$ cat config.mk
export PLATFORM = sky130hd
export DESIGN_NAME = pipeline_hazard_ctrl
export DESIGN_NICKNAME = d
export VERILOG_FILES = /design/src/rtl/hazard_pkg.sv /design/src/rtl/hazard_fwd_sel.sv /design/src/rtl/pipeline_hazard_ctrl.sv
export SDC_FILE = /design/constraint.sdc
export NUM_CORES = 1
export LEC_CHECK = 0
export ABC_AREA = 1
export CORE_UTILIZATION = 42
export CTS_CLUSTER_SIZE = 28
export DETAILED_ROUTE_END_ITERATION = 7
export GPL_ROUTABILITY_DRIVEN = 0
export PLACE_DENSITY_LB_ADDON = 0.1
export SETUP_SLACK_MARGIN = 0.3
export SYNTH_ARGS = -nofsm -noshare
export SYNTH_HDL_FRONTEND = slang
export SYNTH_HIERARCHICAL = 1
export SYNTH_SLANG_ARGS = --single-unit
export TNS_END_PERCENT = 100
$ cat constraint.sdc
create_clock -name clk -period 2.1 [get_ports clk]
set_input_delay 0.42 -clock clk [delete_from_list [all_inputs] [get_ports clk]]
set_output_delay 0.42 -clock clk [all_outputs]
set_load 0.1 [all_outputs]
$ cat src/rtl/hazard_pkg.sv
// ---------------------------------------------------------------------------
// hazard_pkg
// Shared definitions for the pipeline hazard / forwarding controller:
//   FWD_RF       forward-select code meaning "use register-file value"
//   dbg_state_e  debug halt/step FSM states
//   fs_width()   width of a forward select covering RF + NPROD producers
// ---------------------------------------------------------------------------
package hazard_pkg;

  localparam int FWD_RF = 0;

  typedef enum logic [1:0] {
    DBG_RUN  = 2'd0,
    DBG_HALT = 2'd1,
    DBG_STEP = 2'd2
  } dbg_state_e;

  function automatic int fs_width(input int nprod);
    return $clog2(nprod + 1);
  endfunction

endpackage

$ cat src/rtl/hazard_fwd_sel.sv
// ---------------------------------------------------------------------------
// hazard_fwd_sel
// Priority encoder choosing which producer stage supplies one source operand.
// Producer 0 is the youngest (EXE); the youngest matching producer wins
// because it holds the most recent value of the register.
// Ports:
//   addr_i          operand register address
//   used_i          instruction actually reads this operand
//   prod_wen_i      per-producer write enable
//   prod_addr_i     packed producer destinations, producer i at [i*ADDR_W +: ADDR_W]
//   prod_is_load_i  per-producer load flag
//   sel_o           FWD_RF (0) or producer index + 1
//   hit_is_load_o   winning producer is a load
// ---------------------------------------------------------------------------
module hazard_fwd_sel
  import hazard_pkg::*;
#(
  parameter int NPROD  = 3,
  parameter int ADDR_W = 5,
  parameter int FS_W   = fs_width(NPROD)
) (
  input  logic [ADDR_W-1:0]       addr_i,
  input  logic                    used_i,
  input  logic [NPROD-1:0]        prod_wen_i,
  input  logic [NPROD*ADDR_W-1:0] prod_addr_i,
  input  logic [NPROD-1:0]        prod_is_load_i,
  output logic [FS_W-1:0]         sel_o,
  output logic                    hit_is_load_o
);

  // Scan oldest to youngest so the last (lowest-index) match overrides.
  always_comb begin
    sel_o         = FS_W'(FWD_RF);
    hit_is_load_o = 1'b0;
    for (int i = NPROD - 1; i >= 0; i--) begin
      // Register $0 is hard-wired zero and never forwarded.
      if (used_i && prod_wen_i[i] &&
          (prod_addr_i[i*ADDR_W +: ADDR_W] != '0) &&
          (prod_addr_i[i*ADDR_W +: ADDR_W] == addr_i)) begin
        sel_o         = FS_W'(i + 1);
        hit_is_load_o = prod_is_load_i[i];
      end
    end
  end

endmodule

$ cat src/rtl/pipeline_hazard_ctrl.sv
// ---------------------------------------------------------------------------
// pipeline_hazard_ctrl
// Hazard detection, operand forwarding and stage sequencing for the 5-stage
// MIPS core: N-producer forwarding for rs/rt, load-use stall or store-data
// forward, MULT/DIV busy tracking, branch flush window, debug halt/step.
// Ports:
//   clk, rst                 clock, synchronous active-high reset
//   id_*                     decoded fields of the instruction in ID
//   prod_wen/addr/is_load    destination info of producers (0 = EXE)
//   branch_taken             taken branch/jump resolved in EXE
//   debug_en, debug_step     halt request level and step request
//   fwd_a, fwd_b, fwd_m      operand / store-data forward selects
//   stall, md_busy           hazard stall, MULT/DIV result pending
//   *_en, *_rst              per-stage enable and reset strobes
// ---------------------------------------------------------------------------
module pipeline_hazard_ctrl
  import hazard_pkg::*;
#(
  parameter int NPROD      = 3,
  parameter int ADDR_W     = 5,
  parameter int MD_LAT     = 4,
  parameter int BR_BUBBLES = 1,
  parameter int FS_W       = fs_width(NPROD)
) (
  input  logic                    clk,
  input  logic                    rst,
  input  logic [ADDR_W-1:0]       id_rs_addr,
  input  logic [ADDR_W-1:0]       id_rt_addr,
  input  logic                    id_rs_used,
  input  logic                    id_rt_used,
  input  logic                    id_is_store,
  input  logic                    id_is_md,
  input  logic                    id_reads_hilo,
  input  logic [NPROD-1:0]        prod_wen,
  input  logic [NPROD*ADDR_W-1:0] prod_addr,
  input  logic [NPROD-1:0]        prod_is_load,
  input  logic                    branch_taken,
  input  logic                    debug_en,
  input  logic                    debug_step,
  output logic [FS_W-1:0]         fwd_a,
  output logic [FS_W-1:0]         fwd_b,
  output logic                    fwd_m,
  output logic                    stall,
  output logic                    md_busy,
  output logic                    if_en,
  output logic                    id_en,
  output logic                    exe_en,
  output logic                    mem_en,
  output logic                    wb_en,
  output logic                    if_rst,
  output logic                    id_rst,
  output logic                    exe_rst,
  output logic                    mem_rst,
  output logic                    wb_rst
);

  localparam int MD_W = $clog2(MD_LAT + 1);
  localparam int BR_W = $clog2(BR_BUBBLES + 1);

  logic [MD_W-1:0] md_cnt_q, md_cnt_d;
  logic [BR_W-1:0] br_cnt_q, br_cnt_d;
  dbg_state_e      state_q, state_d;
  logic            step_prev_q;

  logic [FS_W-1:0] sel_a, sel_b;
  logic            a_load, b_load;
  logic            lu_a, lu_b, md_stall, data_stall;
  logic            flush, halted, md_accept;

  hazard_fwd_sel #(.NPROD(NPROD), .ADDR_W(ADDR_W), .FS_W(FS_W)) u_sel_rs (
    .addr_i(id_rs_addr), .used_i(id_rs_used), .prod_wen_i(prod_wen),
    .prod_addr_i(prod_addr), .prod_is_load_i(prod_is_load),
    .sel_o(sel_a), .hit_is_load_o(a_load)
  );

  hazard_fwd_sel #(.NPROD(NPROD), .ADDR_W(ADDR_W), .FS_W(FS_W)) u_sel_rt (
    .addr_i(id_rt_addr), .used_i(id_rt_used), .prod_wen_i(prod_wen),
    .prod_addr_i(prod_addr), .prod_is_load_i(prod_is_load),
    .sel_o(sel_b), .hit_is_load_o(b_load)
  );

  assign md_busy = (md_cnt_q != '0);

  // A load in EXE has no data yet: rs must stall; rt of a store can instead
  // pick the loaded word up in MEM via fwd_m.
  assign lu_a       = (sel_a == FS_W'(1)) && a_load;
  assign lu_b       = (sel_b == FS_W'(1)) && b_load;
  assign md_stall   = (id_is_md || id_reads_hilo) && md_busy;
  assign data_stall = lu_a || (lu_b && !id_is_store) || md_stall;
  assign flush      = branch_taken || (br_cnt_q != '0);
  assign halted     = (state_q == DBG_HALT);
  // The ID instruction is wrong-path under a flush, so it never issues.
  assign md_accept  = id_is_md && !halted && !flush && !data_stall;

  // Output strobes, priority: rst > HALT > flush > stall > normal.
  // NOTE: every output gets a default before the if-chain so no path leaves
  // one unassigned, which would otherwise infer a latch.
  always_comb begin
    fwd_a   = lu_a ? FS_W'(FWD_RF) : sel_a;
    fwd_b   = lu_b ? FS_W'(FWD_RF) : sel_b;
    fwd_m   = lu_b && id_is_store;
    stall   = 1'b0;
    if_en   = 1'b1;
    id_en   = 1'b1;
    exe_en  = 1'b1;
    mem_en  = 1'b1;
    wb_en   = 1'b1;
    if_rst  = 1'b0;
    id_rst  = 1'b0;
    exe_rst = 1'b0;
    mem_rst = 1'b0;
    wb_rst  = 1'b0;
    if (rst) begin
      fwd_a   = FS_W'(FWD_RF);
      fwd_b   = FS_W'(FWD_RF);
      fwd_m   = 1'b0;
      if_rst  = 1'b1;
      id_rst  = 1'b1;
      exe_rst = 1'b1;
      mem_rst = 1'b1;
      wb_rst  = 1'b1;
    end else if (halted) begin
      if_en  = 1'b0;
      id_en  = 1'b0;
      exe_en = 1'b0;
      mem_en = 1'b0;
      wb_en  = 1'b0;
    end else if (flush) begin
      id_rst = 1'b1;
    end else if (data_stall) begin
      stall   = 1'b1;
      if_en   = 1'b0;
      id_en   = 1'b0;
      exe_rst = 1'b1;
    end
  end

  // Counters and debug FSM next state.
  always_comb begin
    md_cnt_d = md_cnt_q;
    br_cnt_d = br_cnt_q;
    state_d  = state_q;

    if (md_accept)                     md_cnt_d = MD_W'(MD_LAT);
    else if (!halted && md_cnt_q != '0) md_cnt_d = md_cnt_q - 1'b1;

    if (!halted) begin
      if (branch_taken)           br_cnt_d = BR_W'(BR_BUBBLES - 1);
      else if (br_cnt_q != '0)    br_cnt_d = br_cnt_q - 1'b1;
    end

    unique case (state_q)
      DBG_RUN:  if (debug_en) state_d = DBG_HALT;
      DBG_HALT: begin
        if (!debug_en)                      state_d = DBG_RUN;
        else if (debug_step && !step_prev_q) state_d = DBG_STEP;
      end
      DBG_STEP: state_d = debug_en ? DBG_HALT : DBG_RUN;
      default:  state_d = DBG_RUN;
    endcase
  end

  // NOTE: state registers use non-blocking assignments so every register
  // samples pre-edge values regardless of statement order.
  always_ff @(posedge clk) begin
    if (rst) begin
      md_cnt_q    <= '0;
      br_cnt_q    <= '0;
      state_q     <= DBG_RUN;
      step_prev_q <= 1'b0;
    end else begin
      md_cnt_q    <= md_cnt_d;
      br_cnt_q    <= br_cnt_d;
      state_q     <= state_d;
      step_prev_q <= debug_step;
    end
  end

endmodule

==> results of run 1 <==
[repair_timing]
action	CTS
pin swaps	48
gates resized for setup	175
cloned	0
setup buffers	12
endpoints found under the setup margin	17
[cell usage after synthesis]
cell	count	area share (%)
sky130_fd_sc_hd__o22ai_1	2	1.0
sky130_fd_sc_hd__nor4_1	1	0.50
sky130_fd_sc_hd__nand4_1	6	3.0
sky130_fd_sc_hd__nor2_2	7	3.5
sky130_fd_sc_hd__xor2_1	2	1.4
sky130_fd_sc_hd__buf_4	6	3.6
sky130_fd_sc_hd__nand2_2	1	0.50
sky130_fd_sc_hd__nor3_1	1	0.40
sky130_fd_sc_hd__o21ai_0	5	2.0
sky130_fd_sc_hd__dfxtp_1	6	9.6
sky130_fd_sc_hd__a21o_1	2	1.2
sky130_fd_sc_hd__buf_2	1	0.40
sky130_fd_sc_hd__nand2_4	2	1.8
sky130_fd_sc_hd__inv_1	50	15
sky130_fd_sc_hd__inv_2	7	2.1
sky130_fd_sc_hd__nand2_1	88	27
sky130_fd_sc_hd__xor2_2	1	1.3
sky130_fd_sc_hd__nor2_1	34	10
sky130_fd_sc_hd__nand3_1	19	7.6
sky130_fd_sc_hd__ha_1	2	2.0
sky130_fd_sc_hd__a21oi_1	7	2.8
sky130_fd_sc_hd__a21boi_1	2	1.2
sky130_fd_sc_hd__nand3_2	1	0.80
sky130_fd_sc_hd__or2_2	1	0.50
sky130_fd_sc_hd__a21oi_2	1	0.70
[stage by stage]
| stage | setup slack (ps) | hold WS, ps |
|---|---|---|
| after floorplan | -582.2 | 459.6 |
| after global placement | -953.9 | 477.2 |
| after detailed placement | -1035 | 513.9 |
| after CTS | -525.8 | 537.0 |
[cells by family after synthesis]
kind of cell	Yosys count	share of synthesized area (%)
compound gates	19	8.943
xor+xnor	3	2.714
simple gates	161	55.48
buf+inv	64	21.21
flops	6	9.649
fa+ha+maj	2	2.010
==> out/metrics.csv, run 1 <==
stage,metric,value,unit
status,result of the run,stopped before the end,
status,stage where the flow stopped,5_1_grt,
status,Error,"[ERROR DPL-0038] Utilization greater than 100%, impossible to legalize",
synthesis,mean post-synth cell area,4.882,sq um
clock_network,root buf cell,sky130_fd_sc_hd__clkbuf_4,
floorplanning,FP Rows,19,
placement,Port-buffer cells,57,
synthesis,count of unique library cells instantiated by Yosys,25,
floorplanning,chip width,56.45,um
placement,instance count after placement with tap cells included,361,
clock_network,number of CTS-inserted buffers,3,
global_route,maximum number of pins on one net before global-route repair,8,
clock_network,clock sink count,6,
sta,worst endpoint after global-route timing repair,stall,
synthesis,yosys warns,6,
floorplanning,I/O pin count,58,
sta,worst endpoint type,primary output,
clock_network,count of H-tree levels built during CTS,1,
placement,detailed placement HPWL,3573,um
synthesis,#FFs+latches synth,6,
synthesis,number of nets in the synthesized netlist,298,
synthesis,synthesized cell area,1245,sq um
floorplanning,effective utilization at floorplan,44.76,%
clock_network,CTS Hold Bufs,0,
clock_network,worst-case clock buffer depth,2,
floorplanning,die outline height,56.45,um
synthesis,cell count after synthesis,255,
placement,cell area after placement,2281,sq um
synthesis,share of synthesized area occupied by flip-flops and latches,9.648,%
==> inputs of run 2 (changes only) <==
--- a/config.mk
+++ b/config.mk
@@ -6,12 +6,11 @@
 export NUM_CORES = 1
 export LEC_CHECK = 0
 export ABC_AREA = 1
-export CORE_UTILIZATION = 42
-export CTS_CLUSTER_SIZE = 28
+export CORE_AREA = 2 2 63 65
 export DETAILED_ROUTE_END_ITERATION = 7
+export DIE_AREA = 0 0 65 67
 export GPL_ROUTABILITY_DRIVEN = 0
-export PLACE_DENSITY_LB_ADDON = 0.1
-export SETUP_SLACK_MARGIN = 0.3
+export PLACE_DENSITY_LB_ADDON = 0.15
 export SYNTH_ARGS = -nofsm -noshare
 export SYNTH_HDL_FRONTEND = slang
 export SYNTH_HIERARCHICAL = 1
==> run 2 against run 1 <==
The flow now finishes, with violations (negative setup slack). Synthesized cell count did not move. Synthesized area did not move.
==> out/metrics.csv, run 2 <==
stage,metric,value,unit,change
clock_network,latest clock arrival within the worst-skew pair,230,ps,
power_and_ir_drop,switching power share of the total,52.19,%,
sta,share of the cycle needed by the critical path after routing,120.5,%,
cells_and_area,register containing the most flip-flops in the final layout,md_cnt_q,,
cells_and_area,Synth-to-Final Area Change,110.1,%,
global_route,aggregate global-route resource usage,21.64,%,
placement,detailed placement HPWL,3512,um,-1.7%
cells_and_area,"most common cell after layout, fill and taps aside",sky130_fd_sc_hd__nand2_1,,
global_route,maximum number of pins on one net before global-route repair,7,,
synthesis,count of unique library cells instantiated by Yosys,25,,unchanged
run,max capacitance violation total,0,,
global_route,antenna violations before repair,0,,
placement,instance count after placement with tap cells included,379,,+5.0%
floorplanning,I/O pin count,58,,unchanged
synthesis,share of synthesized area occupied by flip-flops and latches,9.648,%,unchanged
floorplanning,die outline height,67,um,+19%
synthesis,most frequent cells after synthesis,"sky130_fd_sc_hd__nand2_1, sky130_fd_sc_hd__inv_1, sky130_fd_sc_hd__nor2_1, sky130_fd_sc_hd__nand3_1",,
critical_path,critical path data arrival time,2110,ps,
cells_and_area,Largest register FFs,3,,
critical_path,Reg2Reg Capture Point,md_cnt_q[1],,
synthesis,area share of the leading cell type in the synthesized netlist,26.53,%,unchanged
sta,Slew Limit Fails,0,,
clock_network,worst-case clock buffer depth,2,,unchanged
synthesis,number of enable flip-flop cells after synthesis,0,,unchanged
synthesis,most frequently used cell type in the post-synthesis netlist,sky130_fd_sc_hd__nand2_1,,
synthesis,most area-hungry cell type in the Yosys netlist,sky130_fd_sc_hd__nand2_1,,
synthesis,share of flip-flops with an asynchronous set or reset after synthesis,0,%,unchanged
floorplanning,effective utilization at floorplan,34.52,%,-10 points
synthesis,post-synthesis xor/xnor area fraction,2.714,%,unchanged
route,post-route ant nets,0,,
synthesis,"post-synthesis share of cell area spent on and, or, nand and nor gates",55.48,%,unchanged
power_and_ir_drop,power density cells,576.5,nW/um^2,
hold_path,worst hold path depth,2,,
cells_and_area,most frequent cells in the layout,"sky130_fd_sc_hd__nand2_1, sky130_fd_sc_hd__inv_1, sky130_fd_sc_hd__buf_4, sky130_fd_sc_hd__nand2_2, sky130_fd_sc_hd__buf_6",,
power_and_ir_drop,relative contribution of the clock network to total power,11.6,%,
synthesis,compound-cell area share of the yosys netlist,8.945,%,unchanged
cells_and_area,leading registers by flop count,"md_cnt_q (3), state_q (2), step_prev_q (1)",,
clock_network,clock sink count,6,,unchanged
cells_and_area,filler-free cell count of the finished design,390,,
synthesis,multiplexer area fraction after synthesis,0,%,unchanged
route,via count,1833,,
power_and_ir_drop,Max VDD drop,0.0003567,V,
placement,Port-buffer cells,57,,unchanged
clock_network,root buf cell,sky130_fd_sc_hd__clkbuf_8,,
critical_path,Worst Reg2Reg Path Length in Cells,8,,
synthesis,most used flip-flop cell after synthesis,sky130_fd_sc_hd__dfxtp_1,,
sta,Achievable Freq,395.3,MHz,
hold_path,path class of the lowest-slack min-delay path,register to register,,
power_and_ir_drop,net switching power,786.8,uW,
global_route,global-route wire length before repair,7307,um,
floorplanning,chip width,65,um,+15%
cells_and_area,number of diodes,0,,
status,failing checks,negative setup slack,,
critical_path,type of the worst setup path,input port to primary output,,
sta,Hold Fails Final Rpt,0,,
power_and_ir_drop,part of the power in combinational logic,78.0,%,
critical_path,maximum fanout count along the critical path,3,,
global_route,total global routing overflow,0,,
route,number of DRC violations after detailed routing,0,,
power_and_ir_drop,post-layout total power,1.508,mW,
synthesis,#FFs+latches synth,6,,unchanged
clock_network,clock slew at reported path FFs,40,ps,
critical_path,slack of the worst reg-to-reg path,690,ps,
sta,final setup TNS,-2817,ps,
cells_and_area,final net count,387,,
critical_path,Reg-to-Reg Start,md_cnt_q[0],,
floorplanning,Die Footprint,4355,sq um,
clock_network,CTS tree,done,,
hold_path,hold path startpoint,step_prev_q,,
power_and_ir_drop,part of the total power dissipated in sequential elements,10.4,%,
power_and_ir_drop,internal power of the cells,720.8,uW,
synthesis,yosys warns,6,,unchanged
status,result of the run,"finished, violations left",,
hold_path,Hold Path End,state_q[1],,
synthesis,synthesized cell area,1245,sq um,unchanged
floorplanning,Core Area,3606,sq um,
clock_network,count of H-tree levels built during CTS,1,,unchanged
synthesis,adder and majority gate portion of the synthesized area,2.010,%,unchanged
sta,unrepaired setup endpoints after global routing,yes,,
sta,minimum period implied by the final worst setup slack,2530,ps,
synthesis,mean post-synth cell area,4.882,sq um,unchanged
sta,Finish-stage setup viols,12,,
route,DRC marker count from the first detailed-route iteration,29,,
route,average routed wire per standard cell,11.89,um,
sta,Max Clock Skew,4.164,ps,
synthesis,number of nets in the synthesized netlist,298,,unchanged
route,Detailed Route WL,4636,um,
synthesis,cell types occupying the most area after synthesis,"sky130_fd_sc_hd__nand2_1, sky130_fd_sc_hd__inv_1, sky130_fd_sc_hd__nor2_1",,
route,TritonRoute pass-1 iters,4,,
clock_network,number of CTS-inserted buffers,3,,unchanged
sta,worst-case hold slack,485.6,ps,
sta,worst slew margin relative to its limit,81.61,%,
cells_and_area,share of cells above drive strength 1,51.17,%,
critical_path,endpoint class of the critical path,primary output,,
power_and_ir_drop,Static Leakage,1.321,nW,
global_route,via count of the first global-routing pass,1697,,
sta,"crit path setup slack, layout",-429.7,ps,
route,via density per instance,4.700,,
floorplanning,FP Rows,22,,+3
synthesis,cell count after synthesis,255,,unchanged
sta,Worst Tran Pin Value,275.5,ps,
synthesis,largest family of logic cells by synthesized area,simple AND/OR/NAND/NOR gates,,
critical_path,required time of the critical path,1680,ps,
critical_path,startpoint type of the worst setup path,input port,,
[run 2: repair_timing]
| item | 4_1_cts | 5_1_grt |
|---|---|---|
| endpoints found under the setup margin | 12 | 12 |
| pin swaps | 52 | 58 |
| gates resized for setup | 175 | 69 |
| hold buffers | 0 | 0 |
| setup buffers | 17 | 4 |
| cloned | 0 | 0 |
[run 2: worst max-delay path by stage]
| stage | startpoint | endpoint | slack, ps | cells after the start |
|---|---|---|---|---|
| after global routing | id_rt_addr[1] | stall | -540 | 16 |
| after CTS | id_rt_addr[0] | stall | -410 | 16 |
| after global placement | id_rs_addr[0] | stall | -980 | 18 |
| final | id_rt_addr[1] | stall | -430 | 16 |
| after detailed placement | id_rt_addr[2] | stall | -1040 | 14 |
| after floorplan | id_rt_addr[0] | if_en | -580 | 15 |
[run 2: logic make-up after synthesis]
| group | count (synthesis) |
|---|---|
| flops | 6 |
| buf+inv | 64 |
| fa+ha+maj | 2 |
| compound gates | 19 |
| simple gates | 161 |
| xor+xnor | 3 |
[run 2: stage by stage]
stage / utilization (%) / setup slack (ps) / cell area [sq um]
5_1_grt: 72.52 / -537.7 / 2615
2_1_floorplan: - / -582.2 / 1349
6_report: 72.52 / -429.7 / 2615
3_5_place_dp: 63.29 / -1037 / 2282
4_1_cts: 68.32 / -409.0 / 2464
3_3_place_gp: 63.29 / -984.0 / 2282
[run 2: per-layer routing]
layer,part of all wire [%],GRT usage (%),vias to the layer above
met5,0,0,-
met4,2.1,6.117,0
met3,6.1,3.547,11
met2,55,43.56,63
met1,37,22.76,816
li1,-,-,943
[run 2: cell type report]
class / count / area [sq um]
Tap cell: 48 / 60.06
Sequential cell: 6 / 120.1
Clock buffer: 3 / 41.29
Inverter: 57 / 249.0
Multi-Input combinational cell: 185 / 1134
Timing Repair Buffer: 91 / 1011
Fill cell: 305 / 991.0
[run 2: power by group through the flow]
stage | Clock (mW) | Combinational [mW] | Sequential (mW)
2_1_floorplan | 0 | 0.721 | 0.156
3_3_place_gp | 0 | 1.06 | 0.158
3_5_place_dp | 0 | 1.08 | 0.158
4_1_cts | 0.182 | 1.13 | 0.156
5_1_grt | 0.187 | 1.28 | 0.159
6_report | 0.175 | 1.18 | 0.156
[run 2: worst max-delay path, stage by stage]
cell,delay [ps]
sky130_fd_sc_hd__buf_6,100
sky130_fd_sc_hd__buf_6,110
sky130_fd_sc_hd__nand2_2,50
sky130_fd_sc_hd__nand4_1,130
sky130_fd_sc_hd__nor2_4,150
sky130_fd_sc_hd__nand3_2,70
sky130_fd_sc_hd__nor2_2,100
sky130_fd_sc_hd__nor2_1,40
sky130_fd_sc_hd__nor2_1,90
sky130_fd_sc_hd__nand2_1,90
sky130_fd_sc_hd__nor2_2,130
sky130_fd_sc_hd__nand2_1,90
sky130_fd_sc_hd__nand2_2,130
sky130_fd_sc_hd__nand2_4,100
sky130_fd_sc_hd__nor2_4,120
sky130_fd_sc_hd__buf_12,180
Power figures use the tool's default switching activity.
